--- config.mk ---
export PLATFORM = sky130hd
export DESIGN_NAME = inst_ram_loader
export DESIGN_NICKNAME = d
export VERILOG_FILES = /design/src/rtl/inst_ram_loader.sv
export SDC_FILE = /design/constraint.sdc
export NUM_CORES = 1
export LEC_CHECK = 0
export BUFFER_PORTS_ARGS = -buffer_cell sky130_fd_sc_hd__buf_4
export CORE_MARGIN = 2
export CORE_UTILIZATION = 53
export DETAILED_ROUTE_END_ITERATION = 7
export MAX_ROUTING_LAYER = met4
export PLACE_DENSITY = 0.82
export SLEW_MARGIN = 10
export SYNTH_ARGS = -nofsm -noshare
export SYNTH_HDL_FRONTEND = slang
export SYNTH_SLANG_ARGS = --single-unit
--- constraint.sdc ---
create_clock -name clk -period 2.8 [get_ports clk]
set_input_delay 0.14 -clock clk [delete_from_list [all_inputs] [get_ports clk]]
set_output_delay 0.14 -clock clk [all_outputs]
set_load 0.01 [all_outputs]
--- src/rtl/inst_ram_loader.sv ---
// Program loader for the 256x8 instruction RAM.
// Streams bytes into RAM from address 0 and holds the CPU until loaded.
module inst_ram_loader #(
  parameter int DEPTH  = 256,
  parameter int ADDR_W = 8
) (
  input  logic              clk,
  input  logic              rst_n,
  input  logic              start,
  input  logic [7:0]        byte_in,
  input  logic              byte_valid,
  input  logic              byte_last,
  output logic              byte_ready,
  output logic              mem_we,
  output logic [ADDR_W-1:0] mem_addr,
  output logic [7:0]        mem_wdata,
  output logic [ADDR_W:0]   byte_count,
  output logic [7:0]        checksum,
  output logic              cpu_hold,
  output logic              done,
  output logic              error
);

  typedef enum logic [1:0] {
    S_IDLE,
    S_LOAD,
    S_DONE,
    S_ERR
  } state_t;

  localparam logic [ADDR_W:0] ONE = 1;
  localparam logic [ADDR_W:0] LAST_IDX =
    (ADDR_W+1)'(DEPTH - 1);

  state_t state;
  logic   settled;
  logic   xfer;
  logic   last_slot;

  assign byte_ready = (state == S_LOAD);
  assign xfer       = byte_valid & byte_ready;
  assign last_slot  = (byte_count == LAST_IDX);

  always_ff @(posedge clk or negedge rst_n) begin
    if (!rst_n) begin
      state      <= S_IDLE;
      settled    <= 1'b0;
      mem_we     <= 1'b0;
      mem_addr   <= '0;
      mem_wdata  <= '0;
      byte_count <= '0;
      checksum   <= '0;
      cpu_hold   <= 1'b1;
      done       <= 1'b0;
      error      <= 1'b0;
    end else begin
      mem_we <= xfer;
      if (xfer) begin
        mem_addr   <= byte_count[ADDR_W-1:0];
        mem_wdata  <= byte_in;
        byte_count <= byte_count + ONE;
        checksum   <= checksum ^ byte_in;
      end
      unique case (state)
        S_LOAD: begin
          if (xfer && byte_last) begin
            state   <= S_DONE;
            done    <= 1'b1;
            settled <= 1'b0;
          end else if (xfer && last_slot) begin
            state <= S_ERR;
            error <= 1'b1;
          end
        end
        S_IDLE, S_DONE, S_ERR: begin
          if (start) begin
            state      <= S_LOAD;
            byte_count <= '0;
            checksum   <= '0;
            done       <= 1'b0;
            error      <= 1'b0;
            cpu_hold   <= 1'b1;
            settled    <= 1'b0;
          end else if (state == S_DONE) begin
            // last byte lands in RAM one edge into DONE; release after it
            settled <= 1'b1;
            if (settled) cpu_hold <= 1'b0;
          end
        end
        default: state <= S_IDLE;
      endcase
    end
  end

endmodule

---- Word level (Yosys, flattened, before mapping) ----
Index checks and enable logic that the tools add are counted.
storage, ports and cells
  bits in registers ....................... 40
  input bits .............................. 13
  output and inout bits ................... 38
  word-level logic and storage cells ...... 57
operators by class
  $add $sub $neg .......................... 1
  eq/ne operators ......................... 10
  mux-type cells .......................... 23
  bitwise operators ....................... 2
  reduce and logical (&&, ||, !) cells .... 11
operators with widths
  kind                   count
  $mux W9                3
  $mux W8                3
  $mux W1                10
  $add A9 B1 Y9 const B  1
  $eq A9 B8 Y1 const B   1
  $xor A8 B8 Y8          1
  $mux W2                3
  $pmux W1 S2            3
  $reduce_and A2 Y1      3
  $reduce_and A3 Y1      2
  $eq A2 B2 Y1 const B   2
  $ne A2 B1 Y1 const B   2
  $ne A2 B2 Y1 const B   2
  $pmux W2 S2            1
  $reduce_bool A2 Y1     2
  $ne A3 B1 Y1 const B   1
  $ne A3 B3 Y1 const B   1
  $reduce_or A3 Y1       1
  $eq A2 B1 Y1 const B   1
  $logic_and A1 B1 Y1    2
  $logic_not A2 Y1       1
  $and A1 B1 Y1          1

---- Depth between registers and ports, before layout ----
  depth after elaboration ................. 6
  mapped depth ............................ 6
  depth with buffers taken out ............ 6

---- Worst setup path after synthesis ----
Ideal clock, no wire load.
  path kind ............................... register to register
  from .................................... register byte_count[0]
  to ...................................... register byte_count[4]
  arrival ................................. 1310 ps
  setup slack ............................. 1412 ps
  stages on the path, launching flop included .. 5
  path buffers ............................ 0
  period minus slack after synthesis ...... 1388 ps
  cell sequence ........................... dfrtp_1 ha_1 nand2_1 or4_1 a21oi_1
between the ends
  cells in the longest elaborated chain, start to end .. 4
ends and longest elaborated chain
  what                    line  RTL
  from (decl)             17    output logic [ADDR_W:0] byte_count,
  from (signal assigned)  61    byte_count <= byte_count + ONE;
  $add A9 B1 Y9 *         61
  $mux W9 *               58    if (xfer) begin
  $mux W9                 76    if (start) begin
  $mux W9 *               64    unique case (state)
Every way passes the cells marked *; elsewhere a longest branch is shown, timed or not.
A chain may end at the register's enable or synchronous reset.

---- Worst setup path in the final report ----
  from .................................... register state[0]
  to ...................................... register byte_count[1]
between the ends
  cells in the longest elaborated chain, start to end .. 5
  elaborated cells between the ends (all ways) .. 9
  classes of those cells .................. eq/ne (3); mux (3); bitwise (1); reduce/logical (2)
ends and longest elaborated chain
  what                    line  RTL
  from (decl)             35    state_t state;
  from (signal assigned)  46    state <= S_IDLE;
  from (signal assigned)  67    state <= S_DONE;
  from (signal assigned)  71    state <= S_ERR;
  $eq A2 B1 Y1            40    assign byte_ready = (state == S_LOAD);
  $and A1 B1 Y1           41    assign xfer = byte_valid & byte_ready;
  $mux W9                 58
  $mux W9                 76
  $mux W9 *               64
Marked as above.

==> impl_summary.txt <==
----------------------------------------------------
[Worst setup path]
  Worst path slowest cell ... dfrtp_1
  Worst path required time ... between 3 and 4 ns
  Crit path max fanout ... 14
  Critical path startpoint category ... register
  Endpoint class of the critical path ... register
  Critical setup path kind ... reg2reg
  Largest stage delay on the critical path ... 0.59 ns
  Cell breakdown of the critical path ... nand3b_1 -> inv_1 -> nand2_1 -> a21oi_1
  Critical path arrival ... 2.02 ns

[Placement]
  Weighted congestion reported at the end of routability-driven placement ... 0.9027
  # placed instances ... ~260
  HPWL after DPL ... 2684 um
  Buffers added on ports ... 50

[Clocking]
  Clock latency on the worst-skew pair ... roughly 0.35 ns
  Clock slew seen by the registers of the worst setup and hold paths ... 0.11 ns
  Clock tree buffer depth ... 2
  Cell at the root of the clock tree ... clkbuf_4
  CTS HTree Levels ... 2
  Number of buffers created by CTS ... 5
  Sink Count ... 40
  TritonCTS clock tree ... built

[STA]
  Share of the cycle needed by the critical path after routing ... 62.40%
  Final max-slew violation count ... 0
  Maximum clock rate ... 572.4 MHz
  RSZ-0062 raised after global routing ... no
  Final sum of negative setup slack ... 0 ns
  Max-slew headroom at the worst pin ... 67.08%
  Final setup fails ... 0
  Clock period minus final worst setup slack ... about 1.7 ns
  Worst Clk Skew ... 0.004589 ns
  Final hold violations ... 0
  Slew at the pin with the worst max-slew slack ... 0.4938 ns

[GRT]
  Global-route wire length before repair ... between 6000 and 7000 um
  Vias in the first global route ... 1302
  Overall Global Routing Usage ... 24.26%
  Most congested layer reported by global routing ... met2
  Largest net degree at the start of global routing ... 41
  Met3 Usage GRT ... between 8 and 9%
  Number of antenna violations at the first check in global routing ... 0
  Met2 track demand over resource in global routing ... 34.72%
  Met1 routing resource usage after global routing ... 31.75%
  Leftover overflow at the end of global routing ... 0

[Power]
  Switching power ... between 500 and 600 uW
  Total power ... 1.717 mW
  Switching portion of total power ... 34.16%
  Internal power ... around 1.1 mW
  Share of total power in sequential cells ... 49.2%
  Peak VDD IR ... 0.3791 mV
  Power share of the clock group ... about 17%
  Combinational fraction of design power ... 33.4%
  Leak pwr ... 1.136 nW
  P per Cell Area ... roughly 780 mW/mm^2

[Final layout]
  Share of final-layout standard cells stronger than drive strength 1 ... 26.75%
  Post-route insts no fill ... around 270
  ANT cells ... 0
  Area added between synthesis and finish ... 29.46%
  Total Nets Final ... 242
  Most common cell after layout, fill and taps aside ... buf_4
  Utilization after layout ... 72.21%
  Layout fillers ... about 240
  Top library cells by usage in the layout, fill and taps aside ... 52 x buf_4, 47 x nand2_1, 39 x dfrtp_1

[Die]
  Area of the core ... 0.003053 mm^2
  Initial Util ... 55.78%
  Chip Height ... 60.69 um
  Die ar. ... around 0.0037 mm^2
  Floorplan row count ... 20
  Io pins ... 51
  Width of the chip ... 60.69 um

[Routing]
  Antenna-violating nets left ... 0
  Average vias per placed instance ... 5.338
  Wire length per cell ... roughly 14 um
  Drt initial violations ... 90
  Number of iterations in the first detailed-routing pass ... 4
  Remaining DRCs ... 0
  Total Wirelength ... 3786 um
  Number of vias after detailed routing ... roughly 1.5k

[Logic synthesis]
  Part of the Yosys area used for sequential elements ... 58.85%
  Most area-consuming cells after synthesis ... dfrtp_1 57%, nand2_1 10%, nand4b_1 4.1%
  Largest area contributor in the synthesized netlist ... dfrtp_1
  Number of instances in the synthesized netlist ... 173
  Synthesized flop and latch total ... 40
  Synthesized area per cell ... just under 10 um^2
  Top cell type's share of synthesized area ... 57.31%
  Net Count, Synth ... ~190
  Post-Syn Area ... between 0.0015 and 0.002 mm^2
  Synthesis warning total ... 0
  Unique masters post-synth ... 28

[Min path]
  Hold Path Class ... in2reg

[Job]
  # Max-Cap Violations ... 0

[Run status]
  Result of the run ... completed

----------------------------------------------------
final cells by class:
class	instances	area, um^2	area share [%]
Inverter	7	26.28	1.192
Timing Repair Buffer	55	420.4	19.07
Clock buffer	6	51.30	2.327
Sequential cell	40	1002	45.46
Tap cell	44	55.05	2.497
Multi-Input combinational cell	118	639.4	29.00
Clock inverter	2	10.01	0.4540
through the flow:
| step | hold WS (ns) | setup slack [ns] | area (um^2) |
|---|---|---|---|
| floorplan | -0.1556 | 1.412 | 1703 |
| global placement | 0.1314 | 1.210 | 2113 |
| detailed placement | 0.1422 | 1.103 | 2113 |
| CTS | 0.07771 | 1.030 | 2205 |
| global route | 0.07946 | 0.8190 | 2205 |
| finish | 0.09095 | 1.053 | 2205 |
power by group through the flow:
stage | logic (mW) | registers [mW] | clock network [mW]
final | 0.574 | 0.845 | 0.299
after global routing | 0.640 | 0.866 | 0.339
after CTS | 0.581 | 0.846 | 0.312
after detailed placement | 0.574 | 0.857 | 0
after global placement | 0.559 | 0.846 | 0
after floorplan | 0.221 | 0.898 | 0
worst paths after layout:
check	from	end	slack, ns	depth (start not counted)
max in group asynchronous	rst_n	cpu_hold	2.16	2
worst min register to register	mem_addr[0]	mem_addr[0]	0.48	2
worst max register to register	state[0]	byte_count[1]	1.05	4
worst max-delay path	state[0]	byte_count[1]	1.05	4
min in group asynchronous	rst_n	byte_count[5]	0.28	2
worst min-delay path	byte_in[3]	mem_wdata[3]	0.09	3
critical path, delay by kind of cell (launching register included):
family / cells / cell delay, ns
compound gates: 1 / 0.17
buf+inv: 1 / 0.43
flops: 1 / 0.59
simple gates: 2 / 0.48
synthesized netlist by cell type:
| cell type | instances |
|---|---|
| nor4_1 | 3 |
| dfrtp_1 | 39 |
| nor2_1 | 15 |
| xnor2_1 | 1 |
| nand3b_1 | 1 |
| nand2_1 | 47 |
| o21ai_0 | 10 |
| clkbuf_1 | 3 |
| xor2_1 | 8 |
| ha_1 | 2 |
| a211oi_1 | 1 |
| o31ai_1 | 2 |
| o2111ai_1 | 1 |
| or4_1 | 2 |
| buf_1 | 1 |
| buf_2 | 4 |
| a21oi_1 | 7 |
| inv_1 | 7 |
| dfstp_2 | 1 |
| or3_1 | 1 |
| a31oi_1 | 1 |
| nand4b_1 | 8 |
| nand2b_1 | 1 |
| a21o_1 | 1 |
| a22o_1 | 1 |
| mux2i_1 | 3 |
| nand3_1 | 1 |
| nor3_1 | 1 |
kinds of logic after synthesis:
| logic type | synth area share, % |
|---|---|
| AOI/OAI and AO/OA | 8.156 |
| xor gates and xnor gates | 4.629 |
| adders and majority gates | 1.469 |
| buffers and inverters | 3.600 |
| DFF | 58.85 |
| muxes | 1.763 |
| and+or+nand+nor | 21.53 |
per-layer routing:
metal  vias to the layer above  share of wire (%)
li1                        687                  -
met1                       695                 40
met4                         0                1.2
met5                         -                  0
met3                         6                8.2
met2                        64                 51
timing repair:
item	in CTS	in global routing
hold buffers	3	0
buffers inserted	0	0
gates resized for setup	0	0
endpoints found under the hold margin	41	0
flip-flops by register name, summed over array words and instances, names as in the netlist:
register and flops:
settled 1, done 1, cpu_hold 1, mem_wdata 8
error 1, checksum 8, mem_we 1, state 2
byte_count 9, mem_addr 8
Note: power is estimated with default switching activity, not from simulation.
